$ cat src/rtl/serial_adder_ctrl_pkg.sv
// Shared constants for the bit-serial adder: FSM state codes, state width and default operand width.
// Pure declarations: no latency and no flow control of its own.
package serial_adder_ctrl_pkg;

  localparam int ST_W = 2;

  typedef logic [ST_W-1:0] state_t;

  localparam state_t ST_IDLE = 2'd0;
  localparam state_t ST_ADD  = 2'd1;
  localparam state_t ST_DONE = 2'd2;

  localparam int DEFAULT_WIDTH = 8;

endpackage

$ cat src/rtl/serial_bit_adder.sv
// One-bit full-adder slice built from two half adders and a carry OR.
// Purely combinational: zero latency, no backpressure.
module serial_half_adder (
  input  logic x,
  input  logic y,
  output logic s,
  output logic c
);

  assign s = x ^ y;
  assign c = x & y;

endmodule

module serial_bit_adder (
  input  logic x,
  input  logic y,
  input  logic cin,
  output logic s,
  output logic co
);

  logic ha0_s;
  logic ha0_c;
  logic ha1_c;

  serial_half_adder u_ha0 (
    .x (x),
    .y (y),
    .s (ha0_s),
    .c (ha0_c)
  );

  serial_half_adder u_ha1 (
    .x (ha0_s),
    .y (cin),
    .s (s),
    .c (ha1_c)
  );

  // The two half-adder carries can never both be set, so OR gives the majority.
  assign co = ha0_c | ha1_c;

endmodule

$ cat src/rtl/serial_adder_ctrl.sv
// Bit-serial adder: latches a/b on start, adds LSB first through one slice, pulses done with {cout,sum}.
// Latency WIDTH+1 cycles from the accepted start edge; start is ignored (not queued) while busy.
module serial_adder_ctrl
  import serial_adder_ctrl_pkg::*;
#(
  parameter int WIDTH = DEFAULT_WIDTH
) (
  input  logic             clk,
  input  logic             rst,
  input  logic             start,
  input  logic [WIDTH-1:0] a,
  input  logic [WIDTH-1:0] b,
  output logic             busy,
  output logic             done,
  output logic [WIDTH-1:0] sum,
  output logic             cout
);

  localparam int              CNT_W    = $clog2(WIDTH);
  localparam logic [CNT_W-1:0] CNT_LAST = CNT_W'(WIDTH - 1);

  state_t             state_q, state_d;
  logic [WIDTH-1:0]   ra_q, ra_d;
  logic [WIDTH-1:0]   rb_q, rb_d;
  logic [WIDTH-1:0]   sum_q, sum_d;
  logic [CNT_W-1:0]   cnt_q, cnt_d;
  logic               c_q, c_d;
  logic               cout_q, cout_d;

  logic               slice_s;
  logic               slice_co;
  logic               last_bit;

  serial_bit_adder u_slice (
    .x   (ra_q[0]),
    .y   (rb_q[0]),
    .cin (c_q),
    .s   (slice_s),
    .co  (slice_co)
  );

  assign last_bit = (cnt_q == CNT_LAST);

  always_ff @(posedge clk or posedge rst) begin
    if (rst) begin
      state_q <= ST_IDLE;
    end else begin
      state_q <= state_d;
    end
  end

  always_comb begin
    state_d = state_q;
    case (state_q)
      ST_IDLE: if (start) state_d = ST_ADD;
      ST_ADD:  if (last_bit) state_d = ST_DONE;
      ST_DONE: state_d = ST_IDLE;
      default: state_d = ST_IDLE;
    endcase
  end

  always_comb begin
    busy = (state_q == ST_ADD) || (state_q == ST_DONE);
    done = (state_q == ST_DONE);
    sum  = sum_q;
    cout = cout_q;
  end

  always_comb begin
    ra_d   = ra_q;
    rb_d   = rb_q;
    sum_d  = sum_q;
    cnt_d  = cnt_q;
    c_d    = c_q;
    cout_d = cout_q;
    if (state_q == ST_IDLE && start) begin
      ra_d  = a;
      rb_d  = b;
      sum_d = '0;
      cnt_d = '0;
      c_d   = 1'b0;
    end else if (state_q == ST_ADD) begin
      ra_d  = ra_q >> 1;
      rb_d  = rb_q >> 1;
      // Sum bits enter at the MSB so that after WIDTH shifts bit 0 sits at the LSB.
      sum_d = {slice_s, sum_q[WIDTH-1:1]};
      cnt_d = cnt_q + CNT_W'(1);
      c_d   = slice_co;
      if (last_bit) cout_d = slice_co;
    end
  end

  always_ff @(posedge clk or posedge rst) begin
    if (rst) begin
      ra_q   <= '0;
      rb_q   <= '0;
      sum_q  <= '0;
      cnt_q  <= '0;
      c_q    <= 1'b0;
      cout_q <= 1'b0;
    end else begin
      ra_q   <= ra_d;
      rb_q   <= rb_d;
      sum_q  <= sum_d;
      cnt_q  <= cnt_d;
      c_q    <= c_d;
      cout_q <= cout_d;
    end
  end

endmodule

$ cat config.mk
export PLATFORM = sky130hd
export DESIGN_NAME = serial_adder_ctrl
export DESIGN_NICKNAME = d
export VERILOG_FILES = /design/src/rtl/serial_adder_ctrl_pkg.sv /design/src/rtl/serial_bit_adder.sv /design/src/rtl/serial_adder_ctrl.sv
export SDC_FILE = /design/constraint.sdc
export NUM_CORES = 1
export LEC_CHECK = 0
export BUFFER_PORTS_ARGS = -buffer_cell sky130_fd_sc_hd__buf_2
export CORE_MARGIN = 2
export CORE_UTILIZATION = 55
export DETAILED_ROUTE_END_ITERATION = 12
export GPL_TIMING_DRIVEN = 0
export HOLD_SLACK_MARGIN = 0.06
export PLACE_DENSITY = 0.79
export SETUP_SLACK_MARGIN = 0.2
export SLEW_MARGIN = 20
export SYNTH_ARGS = -nofsm -noshare
export SYNTH_HDL_FRONTEND = slang
export SYNTH_SLANG_ARGS = --single-unit
$ cat constraint.sdc
create_clock -name clk -period 3.3 [get_ports clk]
set_input_delay 0 -clock clk [delete_from_list [all_inputs] [get_ports clk]]
set_output_delay 0 -clock clk [all_outputs]
set_load 0.02 [all_outputs]
==> impl_metrics.ini, run 1 <==
[timing]
drv_slew = 0
clock_skew_ns = 0.00672
rsz0062_at_grt = false
hold_violations = 0
worstMarginPinSlew_ns = 0.621
period_minus_slack_ns = 1.47
setup_viol = 0
slew-limit-headroom_pct = 58.5
worst_slack_ns = 1.83
finalCritPeriodShare_pct = 44.5
finalSetupTns_ns = 0
max_freq_mhz = 681

[floorplanning]
die_x_um = 57.3
core_um2 = 2730
start_util_pct = 57.1
die_height_um = 57.3
io_pins = 30
die_area_um2 = 3280
placementRows = 19

[synthesis]
syn_area_um2 = 1560
synth.avg_cell_area_um2 = 11.6
ys_warn_count = 0
synth_nets = 161
yosysUniqueCellTypes = 22
yosysSeqAreaShare_pct = 49.7
netlist_instances = 135
yosys_register_bits = 31

[setup_path]
r2r_slack_ns = 1.83
critPathRequiredTime_ns = 3.52
cp-endpoint = ra_q[5]
cp-start-kind = register
cp-end-kind = register
critPathLaunch = state_q[1]
crit_path_max_fanout = 10
cp.arrival_ns = 1.69
reg2regPathDepth = 6
timing.rr.end = ra_q[5]
criticalPathCategory = register to register
worstReg2RegStart = state_q[1]

[global_routing]
first_global_vias = 1189
overflow = 0
grt_antenna_before_repair = 0
grt_start_max_net_pins = 32
grt_pass1_wl_mm = 5.38
grt_use_total_pct = 22.1

[layout]
area_growth_pct = 25.9
nets = 214
drive_gt1_share_pct = 30.2
antenna_cells = 0
final_cells = 220
utilization_pct = 71.9

[drt]
drt_iter0_drc = 13
drt_first_pass_iters = 2
drcViolationCount = 0
routed_via_density = 5.13
vias = 1128
ant_nets = 0
finalWirelength_mm = 3.03
wl_per_cell_um = 13.8

[place]
io_buffers = 29
pre_cts_slack_ns = 1.85
gp_congestion = 0.729
dpl.cell_count = 195
dp_hpwl_mm = 2.03

[clock_network]
clk_pin_slew_worst_paths_ns = 0.09
cts_buffers = 5
clock_sinks = 31
cts_root_buf = clkbuf_4
ctsHtreeMaxLevel = 2
clock_path_buffers = 2
clock_latency_ns = 0.33
tritoncts = yes

[job]
cap_viol_max_count = 0

[power_and_ir_drop]
leakagePower_uw = 0.00101
power.density_nw_per_um2 = 875
peakVddDrop_uv = 669
total_power_uw = 1720

[worst_hold_path]
holdCritPathClass = input pin to register
worstHoldStart = start

[outcome]
run_status = completed
## cell usage in the layout, fill, tap and decap left out, types with 2 or more instances in the layout
cell and instances:
nor2_1 12, nand2_1 16, buf_2 29, a211oi_1 2, ha_1 6, o21ai_1 9, clkbuf_4 5, nand2b_1 2
inv_1 6, dlygate4sd3_1 17, buf_6 8, clkbuf_1 2, o21ai_2 8, mux2i_1 23, dfrtp_1 31
## worst min-delay path by stage
| stage | endpoint | slack (ns) | cells after the start |
|---|---|---|---|
| detailed placement | ra_q[5] | 0.21 | 3 |
| finish | c_q | 0.13 | 4 |
| global route | c_q | 0.13 | 4 |
| CTS | c_q | 0.12 | 4 |
| global placement | ra_q[3] | 0.20 | 3 |
| floorplan | c_q | 0.10 | 1 |
## synthesized netlist by cell type
master	count	share of area [%]
ha_1	6	4.8
and2_4	1	0.56
nand2b_1	2	0.80
fa_1	1	1.3
buf_6	8	5.8
o21a_1	1	0.48
and2b_1	1	0.48
mux2i_1	23	15
o21ai_1	9	2.9
xnor2_1	1	0.56
o21ai_2	8	4.5
buf_8	1	0.96
nand2_1	16	3.8
o31ai_1	1	0.48
mux2_4	1	0.96
a21oi_2	1	0.56
a211oi_1	2	0.96
dfrtp_1	31	50
nand2_4	1	0.72
o21ai_0	1	0.32
inv_1	7	1.7
nor2_1	12	2.9
## what timing repair did
action | 4_1_cts | 5_1_grt
setup buffers | 0 | 0
gates resized for setup | 0 | 0
hold buffers | 17 | 0
hold endpoints to repair | 47 | 0
## cell families after synthesis
| kind of cell | Yosys count | share of synthesized area, % |
|---|---|---|
| buffers and inverters | 16 | 8.42 |
| multiplexers | 24 | 15.7 |
| flip-flops | 31 | 49.7 |
| adder cells (fa/ha/maj) | 7 | 6.09 |
| AO/OA/AOI/OAI | 23 | 10.2 |
| XOR/XNOR | 1 | 0.561 |
| AND/OR/NAND/NOR | 33 | 9.30 |
## final cells by class
type                            instances  area (µm²)
Sequential cell                        31         776
Clock buffer                            7        45.0
Fill cell                             187         769
Buffer                                  9         105
Multi-Input combinational cell         88         653
Clock inverter                          1        5.00
Tap cell                               31        38.8
Inverter                                7        26.3
Timing Repair Buffer                   46         315
## layer usage
layer | track usage, % | part of all wire [%] | wire length [µm]
met1 | 26.4 | 42 | 1260
met2 | 38.4 | 54 | 1630
met3 | 4.99 | 3.0 | 92
met4 | 9.63 | 1.4 | 43
met5 | 0 | 0 | 0
## registers in the layout, summed over array words and instances, names as in the netlist
signal and count:
ra_q 8, cout 1, cnt_q 3, sum 8, c_q 1, rb_q 8, state_q 2
## where the power goes
part / internal [µW] / switching [µW]
clock network: 82.9 / 127
logic: 414 / 458
registers: 542 / 95.7
## critical path, cell delays in order (launching register included)
cell	delay, ns
dfrtp_1	0.40
inv_1	0.13
ha_1	0.19
buf_6	0.14
buf_6	0.17
mux2i_1	0.26
o21ai_2	0.06
## metrics by stage
stage | area (µm²) | hold WS (ns)
3_5_place_dp | 1740 | 0.207
3_3_place_gp | 1740 | 0.203
4_1_cts | 1960 | 0.117
2_1_floorplan | 1560 | 0.104
6_report | 1960 | 0.130
5_1_grt | 1960 | 0.129
Note: power is estimated with default switching activity, not from simulation.
==> run 2: changes to the inputs <==
Settings changed: CORE_UTILIZATION 55 to 54, PLACE_DENSITY 0.79 to 0.78.
Clock period 3.3 ns to 1.5 ns, I/O delays scaled along.
==> run 2 against run 1 <==
Effect of this change:
- worst setup slack got worse by 1.7 ns
- largest power group unchanged
- critical path type unchanged
- clock skew about the same
- cell count increased by 3.2%
- highest routed layer unchanged
==> impl_metrics.ini, run 2 (same netlist as run 1, synthesis figures left out) <==
[global_routing]
grt_pass1_wl_mm = 5.44
grt_use_total_pct = 22.2
grt_antenna_before_repair = 0
overflow = 0
grt_start_max_net_pins = 32
first_global_vias = 1126

[clock_network]
cts_buffers = 5
clock_sinks = 31
clock_latency_ns = 0.34
clock_path_buffers = 2
cts_root_buf = clkbuf_4
clk_pin_slew_worst_paths_ns = 0.10
ctsHtreeMaxLevel = 2
tritoncts = yes

[layout]
nets = 221
area_growth_pct = 41.7
drive_gt1_share_pct = 40.8
final_common_cell = dfrtp_1
antenna_cells = 0
final_cells = 227
layout_common_cells = dfrtp_1, buf_2, dlygate4sd3_1

[floorplanning]
core_um2 = 2760
die_x_um = 57.8
start_util_pct = 56.6
io_pins = 30
die_height_um = 57.8
placementRows = 19
die_area_um2 = 3340

[setup_path]
cp-end-kind = register
critPathSlowestCell = dfrtp_1
cp.arrival_ns = 1.64
crit_buf_inv = 3
slowest_delay_ns = 0.40
criticalPathCategory = register to register
crit_path_max_fanout = 7
cp-start-kind = register
crit_chain = inv_2 -> ha_1 -> buf_6 -> clkbuf_16 -> mux2i_1 -> o21ai_1
worstReg2RegStart = state_q[1]
critPathRequiredTime_ns = 1.72
cp_top_family = flip-flops
critPathLaunch = state_q[1]

[timing]
clock_skew_ns = 0.00632
hold_violations = 0
rsz0062_at_grt = true
finalCritPeriodShare_pct = 94.6
finalSetupTns_ns = 0
slew-limit-headroom_pct = 57.9
worstMarginPinSlew_ns = 0.630
setup_viol = 0
drv_slew = 0
period_minus_slack_ns = 1.42
max_freq_mhz = 705

[drt]
vias = 1195
drt_first_pass_iters = 4
routed_via_density = 5.26
drt_iter0_drc = 51
finalWirelength_mm = 3.49
wl_per_cell_um = 15.4
drcViolationCount = 0
ant_nets = 0

[place]
dp_hpwl_mm = 2.13
io_buffers = 29
gp_congestion = 0.728
dpl.cell_count = 195

[worst_hold_path]
worstHoldStart = start
holdCritPathClass = input pin to register

[outcome]
run_status = completed

[job]
cap_viol_max_count = 0

[power_and_ir_drop]
peakVddDrop_uv = 1570
power.density_nw_per_um2 = 2070
leakagePower_uw = 0.00107
-- run 2: cell types whose count changed in the layout (fill, tap and decap cells not counted), sizes merged --
| cell | previous run | this run |
|---|---|---|
| clkbuf | 7 | 10 |
| buf | 38 | 43 |
| clkinv | 1 | 0 |
-- run 2: worst paths after layout --
| kind | to | slack [ns] | depth (start not counted) |
|---|---|---|---|
| min reg2reg | cout | 0.52 | 2 |
| max in group asynchronous | rb_q[2] | 0.80 | 3 |
| max | rb_q[5] | 0.08 | 6 |
| min in group asynchronous | sum[4] | 0.28 | 3 |
| max reg2reg | rb_q[5] | 0.08 | 6 |
| min | sum[7] | 0.12 | 4 |
-- run 2: where the power goes --
part,leakage (µW),internal [µW],switching (µW)
combinational,0.000636,1350,1160
sequential,0.000395,1190,305
clock,0.0000386,275,283
total,0.00107,2820,1750
-- run 2: tightest hold or removal path: cells and delay by family --
family | cells | cell delay, ns
compound gates | 1 | 0.05
buf+inv | 2 | 0.23
simple gates | 1 | 0.14
-- run 2: layer usage --
layer | wire (µm) | track usage (%)
met1 | 1440 | 30.0
met2 | 1770 | 32.1
met3 | 154 | 4.91
met4 | 125 | 14.6
met5 | 0 | 0
-- run 2: layout make-up --
type	count	area [µm²]
inverters	7	26.3
clock buffers	8	68.8
well taps	31	38.8
flip-flops and latches	31	776
multi-input cells	88	746
repair buffers	53	415
plain buffers	9	140
fillers	164	547
-- run 2: metrics by stage --
step | total power, µW | setup WS (ns) | hold slack (ns) | utilization (%) | instance area, µm²
CTS | 4220 | 0.142 | 0.121 | 75.8 | 2090
global placement | 3240 | 0.148 | 0.204 | 63.4 | 1750
floorplan | 2910 | 0.213 | 0.104 | - | 1570
global route | 4870 | 0.0425 | 0.121 | 80.2 | 2210
finish | 4570 | 0.0811 | 0.124 | 80.2 | 2210
detailed placement | 3350 | 0.0822 | 0.125 | 63.4 | 1750
-- run 2: timing repair --
item	4_1_cts	5_1_grt
setup buffers	3	1
hold buffers	17	0
cloned	1	2
gates resized for setup	16	14
endpoints found under the hold margin	47	0
endpoints found under the setup margin	30	33
pin swaps	1	0
